**src/rtl/dec_sched_pkg.sv**
```systemverilog
// Shared definitions for the round-robin chip-select scheduler.
package dec_sched_pkg;
  localparam int NREQ = 8;
  localparam int SELW = 3;

  typedef enum logic [1:0] {
    IDLE   = 2'd0,
    ACTIVE = 2'd1,
    GUARD  = 2'd2
  } state_t;
endpackage

```
**src/rtl/dec3to8_n.sv**
```systemverilog
// Combinational 3-to-8 decoder with enable and active-low outputs.
module dec3to8_n
  import dec_sched_pkg::*;
(
  input  logic [SELW-1:0] sel,
  input  logic            en,
  output logic [NREQ-1:0] cs_n
);
  // NOTE: assign a default before any conditional write so no latch is inferred.
  always_comb begin
    cs_n = '1;
    if (en) cs_n[sel] = 1'b0;
  end
endmodule

```
**src/rtl/dec_cs_scheduler.sv**
```systemverilog
// Round-robin scheduler granting one requester at a time onto a shared
// active-low decoded select, with a hold window and a break-before-make gap.
module dec_cs_scheduler
  import dec_sched_pkg::*;
#(
  parameter int HOLD_CYCLES  = 4,
  parameter int GUARD_CYCLES = 1,
  parameter int CNT_W        = 4
) (
  input  logic                  clock,
  input  logic                  reset,
  input  logic [NREQ-1:0]       req,
  output logic [SELW-1:0]       sel,
  output logic                  en,
  output logic [NREQ-1:0]       cs_n,
  output logic [NREQ-1:0]       gnt,
  output logic                  busy
);
  localparam logic [CNT_W-1:0] HOLD_LOAD  = CNT_W'(HOLD_CYCLES - 1);
  localparam logic [CNT_W-1:0] GUARD_LOAD = CNT_W'(GUARD_CYCLES - 1);

  state_t            state, state_n;
  logic [CNT_W-1:0]  cnt, cnt_n;
  logic [SELW-1:0]   ptr, ptr_n;
  logic [SELW-1:0]   sel_n;
  logic              en_n;
  logic              busy_n;
  logic [NREQ-1:0]   cs_n_n;

  // First set request scanning ptr+1, ptr+2, ... with wrap; the pointer itself ranks last.
  function automatic logic [SELW-1:0] rr_pick(input logic [NREQ-1:0] r,
                                               input logic [SELW-1:0] p);
    logic [SELW-1:0] k;
    rr_pick = p;
    for (int i = NREQ; i >= 1; i--) begin
      k = p + SELW'(i);
      if (r[k]) rr_pick = k;
    end
  endfunction

  always_comb begin
    state_n = state;
    cnt_n   = cnt;
    ptr_n   = ptr;
    sel_n   = sel;
    en_n    = 1'b0;
    unique case (state)
      IDLE: begin
        if (|req) begin
          sel_n   = rr_pick(req, ptr);
          en_n    = 1'b1;
          state_n = ACTIVE;
          cnt_n   = HOLD_LOAD;
        end
      end
      ACTIVE: begin
        if (!req[sel] || cnt == '0) begin
          ptr_n   = sel;
          state_n = GUARD;
          cnt_n   = GUARD_LOAD;
        end else begin
          en_n  = 1'b1;
          cnt_n = cnt - 1'b1;
        end
      end
      GUARD: begin
        if (cnt != '0) begin
          cnt_n = cnt - 1'b1;
        end else if (|req) begin
          // ptr already points at the grant that just ended.
          sel_n   = rr_pick(req, ptr);
          en_n    = 1'b1;
          state_n = ACTIVE;
          cnt_n   = HOLD_LOAD;
        end else begin
          state_n = IDLE;
        end
      end
      default: state_n = IDLE;
    endcase
    busy_n = (state_n != IDLE);
  end

  // Decode the next-state select so cs_n/gnt come straight out of flops.
  dec3to8_n u_dec (
    .sel  (sel_n),
    .en   (en_n),
    .cs_n (cs_n_n)
  );

  // NOTE: sequential state uses non-blocking assignments to avoid simulation races.
  always_ff @(posedge clock) begin
    if (reset) begin
      state <= IDLE;
      cnt   <= '0;
      ptr   <= SELW'(NREQ - 1);
      sel   <= '0;
      en    <= 1'b0;
      cs_n  <= '1;
      gnt   <= '0;
      busy  <= 1'b0;
    end else begin
      state <= state_n;
      cnt   <= cnt_n;
      ptr   <= ptr_n;
      sel   <= sel_n;
      en    <= en_n;
      cs_n  <= cs_n_n;
      gnt   <= ~cs_n_n;
      busy  <= busy_n;
    end
  end
endmodule

```
**config.mk**
```make
export PLATFORM = sky130hd
export DESIGN_NAME = dec_cs_scheduler
export DESIGN_NICKNAME = d
export VERILOG_FILES = /design/src/rtl/dec_sched_pkg.sv /design/src/rtl/dec3to8_n.sv /design/src/rtl/dec_cs_scheduler.sv
export SDC_FILE = /design/constraint.sdc
export NUM_CORES = 1
export LEC_CHECK = 0
export CAP_MARGIN = 10
export CORE_MARGIN = 2
export CORE_UTILIZATION = 48
export DETAILED_ROUTE_END_ITERATION = 12
export PLACE_DENSITY = 0.73
export SLEW_MARGIN = 20
export SYNTH_ARGS = -nofsm -noshare
export SYNTH_HDL_FRONTEND = slang
export SYNTH_SLANG_ARGS = --single-unit
```
**constraint.sdc**
```tcl
create_clock -name clock -period 4 [get_ports clock]
set_input_delay 0.6 -clock clock [delete_from_list [all_inputs] [get_ports clock]]
set_output_delay 0.6 -clock clock [all_outputs]
set_load 0.02 [all_outputs]
```
==> reports/qor.yml <==
status: "complete, no violations"
yosys_warnings: 0
synth_area_per_cell_um2: 9.75
synth_top_area_cell: "dfxtp_1"
cts-resized-gates: 0
wl_mm: 4.32
antenna_found_initial: 0
crit_required_ns: 4.16
grt_pass1_vias: 1587
max_freq_ghz: 0.299
p_leak_nw: 0.947
vdd_drop_max_mv: 0.448
grt_pass1_wl_mm: 7.29
yosysMostFrequentCell: "dfxtp_1"
ff2ff_path_depth: 8
worst-path-max-fanout: 9
placed_area_um2: 2300
ys_seq_area_frac: 0.303
path_buf_inv: 1
hold-worst-slack_ns: 0.522
grt.total_usage: 0.212
chipHeight_um: 68.2
total_power_mw: 2.15
remaining_drc_errors: 0
drtAntennaViolNets: 0
hp-class: "flop to flop"
root_buffer: "clkbuf_8"
cts_inserted_buffers: 5
grt_max_degree: 18
endpoint: "cs_n[2]$_SDFF_PP1_"
path_class: "flop to flop"
dpl.hpwl_mm: 3.28
coreArea_um2: 3970
yosys_register_bits: 30
n_antenna_cell: 0
async_flop_share: 0
critPathLaunchType: "flop"
setup_violations: 0
cpMostUsedCell: "or3_1"
rows: 23
finalMaxSlewViolations: 0
critical-path-top-delay-family: "simple AND/OR/NAND/NOR gates"
synth_area_leaders: "dfxtp_1, mux4_2, mux2i_1, ha_1, mux4_1"
worst_slew_pin_slew_ns: 0.652
postSynthCellCount: 203
initial_core_util: 0.498
finalNetCount: 250
final_hold_viol_count: 0
yosysTopAreaCellShare: 0.303
ys.flop_type: "dfxtp_1"
cp-end-kind: "flop"
die-area_um2: 4650
clk_pin_slew_ns: 0.06
h-tree-depth: 2
numPortBuffers: 30
area_growth_pct: 21.0
synth_fp_nets: 220
clk_latency_ns: 0.28
slew_headroom: 0.565
cp.depth: 8
tritoncts: "yes"
fin_crit_ns: 3.35
synth_commonest_cells: "dfxtp_1, inv_1, mux2i_1, nand2_1"
p_per_area_nw_per_um2: 897
r2r_start: "ptr[1]$_SDFFE_PP1P_"
synthDistinctLibCells: 57
io-pin-count: 31
synth_edf_count: 0
grt_overflow: 0
crit_path_start: "ptr[1]$_SDFFE_PP1P_"
clock_path_buffers: 2
fillers: 388
final_area_um2: 2400
postCtsSetupBuffers: 0
routed-via-count: 1717
mappedNetlistArea_um2: 1980
fin_skew_ns: 0.00629
dieWidth_um: 68.2
arrival_ns: 3.51
cpMaxStageDelayCell: "mux4_2"
timing.final.crit_share: 0.836
cp_cell_sequence: "inv_1 > ha_1 > mux4_2 > mux2_4 > o21ba_1 > and4b_4 > or3_1 > or3_1"
dr.pass1.iters: 4
rrSetupSlack_ns: 0.65
r2r-end: "cs_n[2]$_SDFF_PP1_"
wire_per_inst_um: 15.2
rsz0062_at_grt: "false"
avgViaCountPerCell: 6.05
finalWeightedCongestion: 0.893
drive_above_1_share: 0.137
detail_route.iter0.violations: 95
drv_cap: 0
setup_tns_ns: 0
cpPeakStageDelay_ns: 0.65
clock-sinks: 30
hold_buffers: 0
worst min-delay path by stage:
stage	from	slack (ns)	end	cells past startpoint
2_1_floorplan	cnt[3]$_SDFFE_PP0P_	0.47	cnt[3]$_SDFFE_PP0P_	2
3_3_place_gp	cnt[3]$_SDFFE_PP0P_	0.49	cnt[3]$_SDFFE_PP0P_	2
3_5_place_dp	cnt[3]$_SDFFE_PP0P_	0.51	cnt[3]$_SDFFE_PP0P_	2
4_1_cts	cnt[3]$_SDFFE_PP0P_	0.52	cnt[3]$_SDFFE_PP0P_	2
5_1_grt	cnt[3]$_SDFFE_PP0P_	0.56	cnt[3]$_SDFFE_PP0P_	2
6_report	cnt[3]$_SDFFE_PP0P_	0.52	cnt[3]$_SDFFE_PP0P_	2
power breakdown:
part	total, mW	internal (mW)	leakage (nW)	switching [mW]
combinational	1.44	0.628	0.654	0.808
clock	0.255	0.138	0.0472	0.117
sequential	0.459	0.391	0.246	0.0677
total	2.15	1.16	0.947	0.993
placed cells by master (no fill, tap or decap), types with 3 or more instances in the layout:
master and n:
o22ai_1 3, inv_1 11, and3_1 6, clkdlybuf4s50_1 30, nor3_1 5, clkbuf_8 6
nand3_1 8, or2_2 4, xor2_1 3, dfxtp_1 30, nand2_1 10, mux4_2 8
mux2_2 3, o21ai_0 7, mux2i_1 10, nor2_1 8, ha_1 7, nand2b_1 3
a31oi_1 3, a21oi_1 7, or3_1 6, and2_1 5, a22oi_1 3
kinds of logic after synthesis:
family	after synthesis	share of synthesized area
compound gates	49	0.185
flops	30	0.303
simple gates	67	0.197
buf+inv	20	0.0493
fa+ha+maj	7	0.0442
mux	25	0.200
xor+xnor	5	0.0221
sequential cells by signal, indices dropped and copies added, names as in the netlist:
register  count
busy          1
ptr           3
en            1
gnt           8
sel           3
cnt           4
cs_n          8
state         2
stage by stage:
step | std cells | utilization | setup WS [ns]
finish | 284 | 0.603 | 0.654
detailed placement | 276 | 0.579 | 0.525
global placement | 276 | 0.579 | 0.570
floorplan | 203 | - | 0.779
global route | 284 | 0.603 | 0.491
CTS | 284 | 0.603 | 0.661
per-layer routing:
layer / wire, µm / GRT usage / vias up
met5: 0 / 0 / -
met3: 325 / 0.0592 / 7
met4: 55 / 0.0875 / 0
met2: 2060 / 0.342 / 65
met1: 1870 / 0.266 / 804
li1: - / - / 841
worst min-delay path: cells and delay by family (launching register included):
kind	cells	cell delay, ns
compound gates	2	0.15
flops	1	0.33
area by class of cell:
class | count | area, µm² | share of cell area
flip-flops and latches | 30 | 601 | 0.251
clock buffers | 6 | 82.6 | 0.0345
inverters | 11 | 41.3 | 0.0172
multi-input cells | 153 | 1280 | 0.535
repair buffers | 32 | 315 | 0.132
clock inverters | 2 | 12.5 | 0.00522
well taps | 50 | 62.6 | 0.0261
(Power assumes the default switching activity.)
